### src/rtl/uart_pkg.sv
// Shared UART message definitions: ROM geometry, byte width and sequencer states.
package uart_pkg;

  localparam int RAM_ADDR_W = 9;
  localparam int RAM_DEPTH  = 512;
  localparam int BYTE_W     = 8;

  typedef enum logic [2:0] {
    IDLE,
    FETCH,
    WAIT,
    SEND,
    FIN
  } msg_seq_state_t;

endpackage

### src/rtl/uart_msg_seq.sv
// Streams a window of the message ROM to the UART TX byte port over valid/ready.
// Build option UART_MSG_SEQ_NUL_STOP_EN ends a message early at the first 0x00 byte.
module uart_msg_seq
  import uart_pkg::*;
#(
  parameter int ADDR_W = RAM_ADDR_W,
  parameter int DATA_W = BYTE_W
) (
  input  logic              clk,
  input  logic              rst,
  input  logic              i_start,
  input  logic [ADDR_W-1:0] i_base,
  input  logic [ADDR_W:0]   i_len,
  input  logic              i_abort,
  output logic [ADDR_W-1:0] o_ram_addr,
  input  logic [DATA_W-1:0] i_ram_data,
  output logic [DATA_W-1:0] o_tx_data,
  output logic              o_tx_valid,
  input  logic              i_tx_ready,
  output logic              o_busy,
  output logic              o_done
);

  localparam logic [ADDR_W:0] MAX_LEN = {1'b1, {ADDR_W{1'b0}}};
  localparam logic [ADDR_W:0] ONE     = {{ADDR_W{1'b0}}, 1'b1};

  msg_seq_state_t  state;
  logic [ADDR_W:0] remain;
  logic [ADDR_W:0] len_clamped;

  assign len_clamped = (i_len > MAX_LEN) ? MAX_LEN : i_len;

  // Outputs are assigned alongside the next state so they stay purely registered.
  always_ff @(posedge clk or posedge rst) begin
    if (rst) begin
      state      <= IDLE;
      remain     <= '0;
      o_ram_addr <= '0;
      o_tx_data  <= '0;
      o_tx_valid <= 1'b0;
      o_busy     <= 1'b0;
      o_done     <= 1'b0;
    end else begin
      o_done <= 1'b0;
      unique case (state)
        IDLE: begin
          if (i_start) begin
            o_ram_addr <= i_base;
            remain     <= len_clamped;
            o_busy     <= 1'b1;
            if (len_clamped == '0) begin
              state  <= FIN;
              o_done <= 1'b1;
            end else begin
              state <= FETCH;
            end
          end
        end
        FETCH: begin
          if (i_abort) begin
            state  <= IDLE;
            o_busy <= 1'b0;
          end else begin
            state <= WAIT;
          end
        end
        WAIT: begin
          if (i_abort) begin
            state  <= IDLE;
            o_busy <= 1'b0;
          end
`ifdef UART_MSG_SEQ_NUL_STOP_EN
          else if (i_ram_data == '0) begin
            state  <= FIN;
            o_done <= 1'b1;
          end
`endif
          else begin
            o_tx_data  <= i_ram_data;
            o_tx_valid <= 1'b1;
            state      <= SEND;
          end
        end
        SEND: begin
          // A byte accepted in the abort cycle is still counted as delivered.
          if (i_tx_ready) remain <= remain - ONE;
          if (i_abort) begin
            state      <= IDLE;
            o_tx_valid <= 1'b0;
            o_busy     <= 1'b0;
          end else if (i_tx_ready) begin
            o_tx_valid <= 1'b0;
            if (remain == ONE) begin
              state  <= FIN;
              o_done <= 1'b1;
            end else begin
              o_ram_addr <= o_ram_addr + 1'b1;
              state      <= FETCH;
            end
          end
        end
        FIN: begin
          state  <= IDLE;
          o_busy <= 1'b0;
        end
        default: begin
          state      <= IDLE;
          o_tx_valid <= 1'b0;
          o_busy     <= 1'b0;
        end
      endcase
    end
  end

endmodule
### config.mk
export PLATFORM = sky130hd
export DESIGN_NAME = uart_msg_seq
export DESIGN_NICKNAME = d
export VERILOG_FILES = /design/src/rtl/uart_pkg.sv /design/src/rtl/uart_msg_seq.sv
export SDC_FILE = /design/constraint.sdc
export NUM_CORES = 1
export LEC_CHECK = 0
export BUFFER_PORTS_ARGS = -buffer_cell sky130_fd_sc_hd__buf_2
export CORE_ASPECT_RATIO = 0.8
export CORE_MARGIN = 2
export CORE_UTILIZATION = 50
export DETAILED_ROUTE_END_ITERATION = 6
export GPL_TIMING_DRIVEN = 0
export PLACE_DENSITY = 0.74
export SLEW_MARGIN = 20
export SYNTH_ARGS = -nofsm -noshare
export SYNTH_HDL_FRONTEND = slang
export SYNTH_SLANG_ARGS = --single-unit
### constraint.sdc
create_clock -name clk -period 3 [get_ports clk]
set_input_delay 0.6 -clock clk [delete_from_list [all_inputs] [get_ports clk]]
set_output_delay 0.6 -clock clk [all_outputs]
set_load 0.01 [all_outputs]
* After elaboration in Yosys (flattened, before gate mapping) *
Index checks and enable logic that the tools add are counted.

cells by class
  reductions and logical operators = 11
  bitwise operators = 2
  equality and inequality tests = 12
  $add $sub $neg = 2
  magnitude comparators = 1
  mux-type cells = 30

operator list
  kind                     count
  $mux W9                  4
  $mux W10                 3
  $pmux W10 S2             1
  $pmux W9 S2              1
  $mux W3                  5
  $pmux W3 S4              1
  $eq A10 B1 Y1 const B    1
  $gt A10 B10 Y1 const B   1
  $logic_not A10 Y1        1
  $mux W1                  10
  $ne A2 B2 Y1 const B     5
  $sub A10 B1 Y10 const B  1
  $add A9 B1 Y9 const B    1
  $eq A3 B2 Y1 const B     2
  $reduce_and A2 Y1        3
  $reduce_and A3 Y1        2
  $reduce_or A3 Y1         2
  $reduce_and A5 Y1        1
  $mux W2                  2
  $pmux W1 S2              2
  $eq A3 B1 Y1 const B     1
  $eq A3 B3 Y1 const B     1
  $logic_not A3 Y1         1
  $ne A3 B3 Y1 const B     1
  4 further kinds          5

storage, ports and cells
  bits in registers = 33

* Longest topological paths before layout *
  depth in word-level cells = 6
  depth in mapped cells = 7

* Worst setup path after synthesis *
Ideal clock, no wire load.

  kind = input to register
  start point = input i_len[5]
  end point = register state[2]
  slack = 1.105 ns
  stages on the path = 4
  setup time = 0.111 ns
  data arrival time = 1.784 ns
  data required time = 2.889 ns
  cell sequence = nor4_2 > nand4_1 > or4_1 > a2111oi_2

on the way
  longest elaborated chain between the ends = 6

ends and longest elaborated chain
  item                   RTL line            text
  start, declared        uart_msg_seq.sv:13  input logic [ADDR_W:0] i_len,
  $gt A10 B10 Y1         uart_msg_seq.sv:31  assign len_clamped = (i_len > MAX_LEN) ? MAX_LEN : i_len;
  $mux W10 (*)           uart_msg_seq.sv:31
  $logic_not A10 Y1 (*)  uart_msg_seq.sv:51  if (len_clamped == '0) begin
  $mux W3 (*)            uart_msg_seq.sv:51
  $mux W3 (*)            uart_msg_seq.sv:47  if (i_start) begin
  $pmux W3 S4 (*)        uart_msg_seq.sv:45  unique case (state)
  end signal, assigned   uart_msg_seq.sv:52  state <= FIN;
  end signal, assigned   uart_msg_seq.sv:55  state <= FETCH;
  end signal, assigned   uart_msg_seq.sv:61  state <= IDLE;
  end, declared          uart_msg_seq.sv:27  msg_seq_state_t state;

Every way passes the cells marked *; elsewhere a longest branch is shown, timed or not. The select of a mux whose other input is x is not followed.
A chain may end at the register's enable or synchronous reset.

* Worst setup path after layout *
  start point = register remain[1]
  end point = register state[2]

on the way
  longest elaborated chain between the ends = 5

ends and longest elaborated chain
  item                    RTL line            text
  start, declared         uart_msg_seq.sv:28  logic [ADDR_W:0] remain;
  start signal, assigned  uart_msg_seq.sv:49  remain <= len_clamped;
  start signal, assigned  uart_msg_seq.sv:86  if (i_tx_ready) remain <= remain - ONE;
  $eq A10 B1 Y1           uart_msg_seq.sv:93  if (remain == ONE) begin
  $mux W3                 uart_msg_seq.sv:93
  $mux W3                 uart_msg_seq.sv:91  end else if (i_tx_ready) begin
  $mux W3                 uart_msg_seq.sv:87  if (i_abort) begin
  $pmux W3 S4             uart_msg_seq.sv:45
  end signal, assigned    uart_msg_seq.sv:88  state <= IDLE;
  end signal, assigned    uart_msg_seq.sv:94  state <= FIN;
  end signal, assigned    uart_msg_seq.sv:98  state <= FETCH;

Every way passes these cells. The select of a mux whose other input is x is not followed.

==> run_summary.xml <==
<?xml version="1.0" encoding="UTF-8"?>
<metrics>
  <group name="synth">
    <metric name="synth_enable_flop_cells" unit="">0</metric>
    <metric name="synth-adder-area-share" unit="">0.01934</metric>
    <metric name="syn-instance-count" unit="">197</metric>
    <metric name="yosys_warnings" unit="">0</metric>
    <metric name="combinational_family_with_the_most_area_after_synthesis" unit="">simple AND/OR/NAND/NOR gates</metric>
    <metric name="synth_area_in_simple_gates" unit="">0.2521</metric>
    <metric name="yosys_register_bits" unit="">33</metric>
    <metric name="postSynth.asyncResetShare" unit="">1.000</metric>
    <metric name="postSynth.topFlopCell" unit="">sky130_fd_sc_hd__dfrtp_1</metric>
    <metric name="synthesis.area" unit="mm2">0.001941</metric>
    <metric name="synthXorXnorAreaFrac" unit="">0</metric>
    <metric name="netlist-cell-type-count" unit="">55</metric>
    <metric name="synthesis.nets" unit="">232</metric>
    <metric name="synth.avg_cell_area" unit="um2">9.851</metric>
    <metric name="synth.yosys.seq_area_share" unit="">0.4255</metric>
    <metric name="synth_compound_area_frac" unit="">0.2102</metric>
    <metric name="post_synth_mux_area_share" unit="">0.05674</metric>
  </group>
  <group name="clock_network">
    <metric name="clock-sinks" unit="">33</metric>
    <metric name="cts_repair_resize_count" unit="">0</metric>
    <metric name="holdBufCountCts" unit="">0</metric>
    <metric name="cts_root_buf" unit="">sky130_fd_sc_hd__clkbuf_8</metric>
    <metric name="cts_post_setup_buffers_inserted" unit="">0</metric>
    <metric name="cts_htree_levels" unit="">2</metric>
    <metric name="clock_tree.buffer_depth" unit="">2</metric>
    <metric name="worst_skew_pair_latency" unit="ps">290</metric>
    <metric name="clk_transition_reported_paths" unit="ps">70</metric>
    <metric name="cts_tree" unit="">built</metric>
    <metric name="cts_made_buffers" unit="">5</metric>
  </group>
  <group name="power">
    <metric name="power_density" unit="mW/mm2">808.6</metric>
    <metric name="swShare" unit="">0.3863</metric>
    <metric name="pwr-share-clk" unit="">0.199</metric>
    <metric name="comb_power_share" unit="">0.380</metric>
    <metric name="power_report.internal_total" unit="mW">1.167</metric>
    <metric name="totalPowerFinal" unit="mW">1.902</metric>
    <metric name="leakagePower" unit="nW">1.046</metric>
    <metric name="switchingPower" unit="mW">0.7348</metric>
    <metric name="pwr-share-seq" unit="">0.421</metric>
    <metric name="vdd.ir_drop.worst" unit="uV">476.6</metric>
  </group>
  <group name="cells_and_area">
    <metric name="final.fill_count" unit="">326</metric>
    <metric name="final_cell_area" unit="mm2">0.002352</metric>
    <metric name="nets" unit="">290</metric>
    <metric name="insertedDiodeCount" unit="">0</metric>
    <metric name="drive_gt1_frac" unit="">0.3320</metric>
    <metric name="post_layout_nonfiller_instances" unit="">300</metric>
    <metric name="layout_stage_area_growth_over_the_synthesis_result" unit="%">21.21</metric>
  </group>
  <group name="floorplan">
    <metric name="core_region" unit="mm2">0.003754</metric>
    <metric name="die_h" unit="um">59.72</metric>
    <metric name="chipWidth" unit="um">73.65</metric>
    <metric name="top_level_ports" unit="">52</metric>
    <metric name="rows" unit="">20</metric>
    <metric name="fp.dieArea" unit="mm2">0.004398</metric>
    <metric name="floorplan.initialDensity" unit="">0.5170</metric>
  </group>
  <group name="worst_hold_path">
    <metric name="hold_path.class" unit="">in2async</metric>
  </group>
  <group name="timing">
    <metric name="max_clock_freq" unit="MHz">493.9</metric>
    <metric name="worstMarginPinSlew" unit="ps">694.2</metric>
    <metric name="timing.final.hold_violations" unit="">0</metric>
    <metric name="fin_crit_sh" unit="">0.6749</metric>
    <metric name="grt_setup_unrepaired" unit="">no</metric>
    <metric name="fin_setup_tns" unit="ps">0</metric>
    <metric name="final_report_max_slew_violation_count" unit="">0</metric>
    <metric name="setup_ws" unit="ps">975.4</metric>
    <metric name="setup_viol" unit="">0</metric>
    <metric name="timing.max_slew.rel_slack" unit="">0.5365</metric>
    <metric name="fin_skew" unit="ps">7.027</metric>
    <metric name="finalCriticalPeriod" unit="ps">2025</metric>
  </group>
  <group name="placement">
    <metric name="dp.final_hpwl" unit="mm">3.363</metric>
    <metric name="dp_worst_setup_slack" unit="ps">812.3</metric>
    <metric name="numPlacedInstances" unit="">292</metric>
    <metric name="io_buffers" unit="">51</metric>
    <metric name="place.gp.congestion" unit="">0.8540</metric>
    <metric name="dpl_cell_area" unit="mm2">0.002251</metric>
  </group>
  <group name="detailed_routing">
    <metric name="detail_route.wirelength" unit="mm">4.782</metric>
    <metric name="drt_first_iter_violations" unit="">182</metric>
    <metric name="drcViolationCount" unit="">0</metric>
    <metric name="dr.pass1.iters" unit="">4</metric>
    <metric name="wl_per_cell" unit="um">15.94</metric>
    <metric name="vias" unit="">1819</metric>
    <metric name="antenna_violating_nets_post_route" unit="">0</metric>
    <metric name="via_per_inst" unit="">6.063</metric>
  </group>
  <group name="worst_setup_path">
    <metric name="cp.required" unit="ps">3180</metric>
    <metric name="crit_path_start_kind" unit="">flop</metric>
    <metric name="worst_setup_path_end_kind" unit="">flop</metric>
    <metric name="criticalPathCategory" unit="">reg2reg</metric>
    <metric name="cp_data_arrival_time" unit="ps">2210</metric>
    <metric name="cp_max_fo" unit="">5</metric>
  </group>
  <group name="global_route">
    <metric name="grt_antenna_before_repair" unit="">0</metric>
    <metric name="globalRouteOverflowTotal" unit="">0</metric>
    <metric name="grt_use_total" unit="">0.2301</metric>
    <metric name="first_global_vias" unit="">1661</metric>
    <metric name="largest_net_degree_at_the_start_of_global_routing" unit="">34</metric>
    <metric name="wire_length_of_the_first_global_routing_pass" unit="mm">7.686</metric>
  </group>
  <group name="status">
    <metric name="outcome" unit="">complete, no violations</metric>
  </group>
  <group name="job">
    <metric name="cap_viol_max_count" unit="">0</metric>
  </group>
</metrics>
-- cells in the final DEF, fill, tap and decap left out, types with 3 or more instances in the layout --
cell / n
sky130_fd_sc_hd__a211oi_1: 3
sky130_fd_sc_hd__a21oi_1: 9
sky130_fd_sc_hd__a22o_1: 4
sky130_fd_sc_hd__a2bb2oi_1: 4
sky130_fd_sc_hd__a31oi_1: 3
sky130_fd_sc_hd__buf_2: 56
sky130_fd_sc_hd__clkbuf_1: 3
sky130_fd_sc_hd__clkbuf_8: 7
sky130_fd_sc_hd__dfrtp_1: 33
sky130_fd_sc_hd__ha_1: 3
sky130_fd_sc_hd__inv_1: 5
sky130_fd_sc_hd__mux2_2: 8
sky130_fd_sc_hd__nand2_1: 9
sky130_fd_sc_hd__nand3_1: 8
sky130_fd_sc_hd__nand4_1: 5
sky130_fd_sc_hd__nor2_1: 13
sky130_fd_sc_hd__nor3_1: 12
sky130_fd_sc_hd__nor3b_1: 4
sky130_fd_sc_hd__nor4_1: 3
sky130_fd_sc_hd__o21ai_0: 16
sky130_fd_sc_hd__o22ai_1: 3
-- layout make-up --
type,count,area (um2),area share
buffer,10,47.55,0.02021
clock buffer,7,96.34,0.04096
clock inverter,1,5.005,0.002128
inverter,6,22.52,0.009574
multi-input combinational,148,1045,0.4441
sequential,33,825.8,0.3511
tap,44,55.05,0.02340
timing repair buffer,51,255.2,0.1085
-- critical path: stages (launching register included) --
cell and delay (ps):
sky130_fd_sc_hd__dfrtp_1 440, sky130_fd_sc_hd__inv_1 110, sky130_fd_sc_hd__ha_1 140, sky130_fd_sc_hd__or4b_4 490, sky130_fd_sc_hd__nor3_2 250, sky130_fd_sc_hd__nand4_1 170, sky130_fd_sc_hd__a2111oi_2 310
-- cells by family after synthesis --
group           Yosys count
mux                      10
simple gates             76
fa+ha+maj                 3
flops                    33
buf+inv                  16
compound gates           59
-- flip-flops by register name (all words and copies together) (netlist names) --
signal      cells
remain         10
o_ram_addr      9
o_tx_data       8
state           3
o_busy          1
o_done          1
o_tx_valid      1
-- final timing paths --
| path | start | to | depth (start not counted) | slack, ps |
|---|---|---|---|---|
| max | remain[1]$_DFFE_PP0P_ | state[2]$_DFFE_PP0P_ | 6 | 980 |
| max reg2reg | remain[1]$_DFFE_PP0P_ | state[2]$_DFFE_PP0P_ | 6 | 980 |
| min in group clk | o_tx_data[4]$_DFFE_PP0P_ | o_tx_data[4]$_DFFE_PP0P_ | 1 | 500 |
| min | rst | o_busy$_DFFE_PP0P_ | 2 | 410 |
| max in group asynchronous | rst | o_tx_data[4]$_DFFE_PP0P_ | 2 | 2130 |
| min reg2reg | o_tx_data[4]$_DFFE_PP0P_ | o_tx_data[4]$_DFFE_PP0P_ | 1 | 500 |
-- metal layers --
layer / track usage / vias up / part of all wire
met5: 0 / - / 0
met4: 0.05974 / 0 / 0.014
met2: 0.3444 / 68 / 0.45
li1: - / 878 / -
met1: 0.3286 / 865 / 0.47
met3: 0.06745 / 8 / 0.065
-- metrics by stage --
step	hold WS (ps)	utilization
5_1_grt	468.9	0.6267
3_3_place_gp	483.1	0.5997
3_5_place_dp	492.6	0.5997
2_1_floorplan	494.1	-
6_report	413.4	0.6267
4_1_cts	441.8	0.6267
-- cells in the mapped netlist, drive strengths merged, types with 5 or more instances --
| library cell | instances | area, um2 |
|---|---|---|
| a21oi | 10 | 53.80 |
| mux2 | 8 | 90.09 |
| nor3 | 13 | 70.07 |
| o21ai | 16 | 80.08 |
| nand3 | 8 | 40.04 |
| nor4 | 6 | 65.06 |
| dfrtp | 33 | 825.8 |
| nor2 | 13 | 48.80 |
| inv | 6 | 22.52 |
| nand2 | 9 | 33.78 |
| buf | 6 | 28.77 |
| nand4 | 5 | 31.28 |
-- power groups by stage --
stage / combinational [mW] / sequential [mW] / clock [mW]
after detailed placement: 0.720 / 0.801 / 0
final: 0.723 / 0.801 / 0.378
after floorplan: 0.429 / 0.831 / 0
after global placement: 0.708 / 0.795 / 0
after global routing: 0.801 / 0.831 / 0.402
after CTS: 0.725 / 0.797 / 0.381
Power figures use the tool's default switching activity.
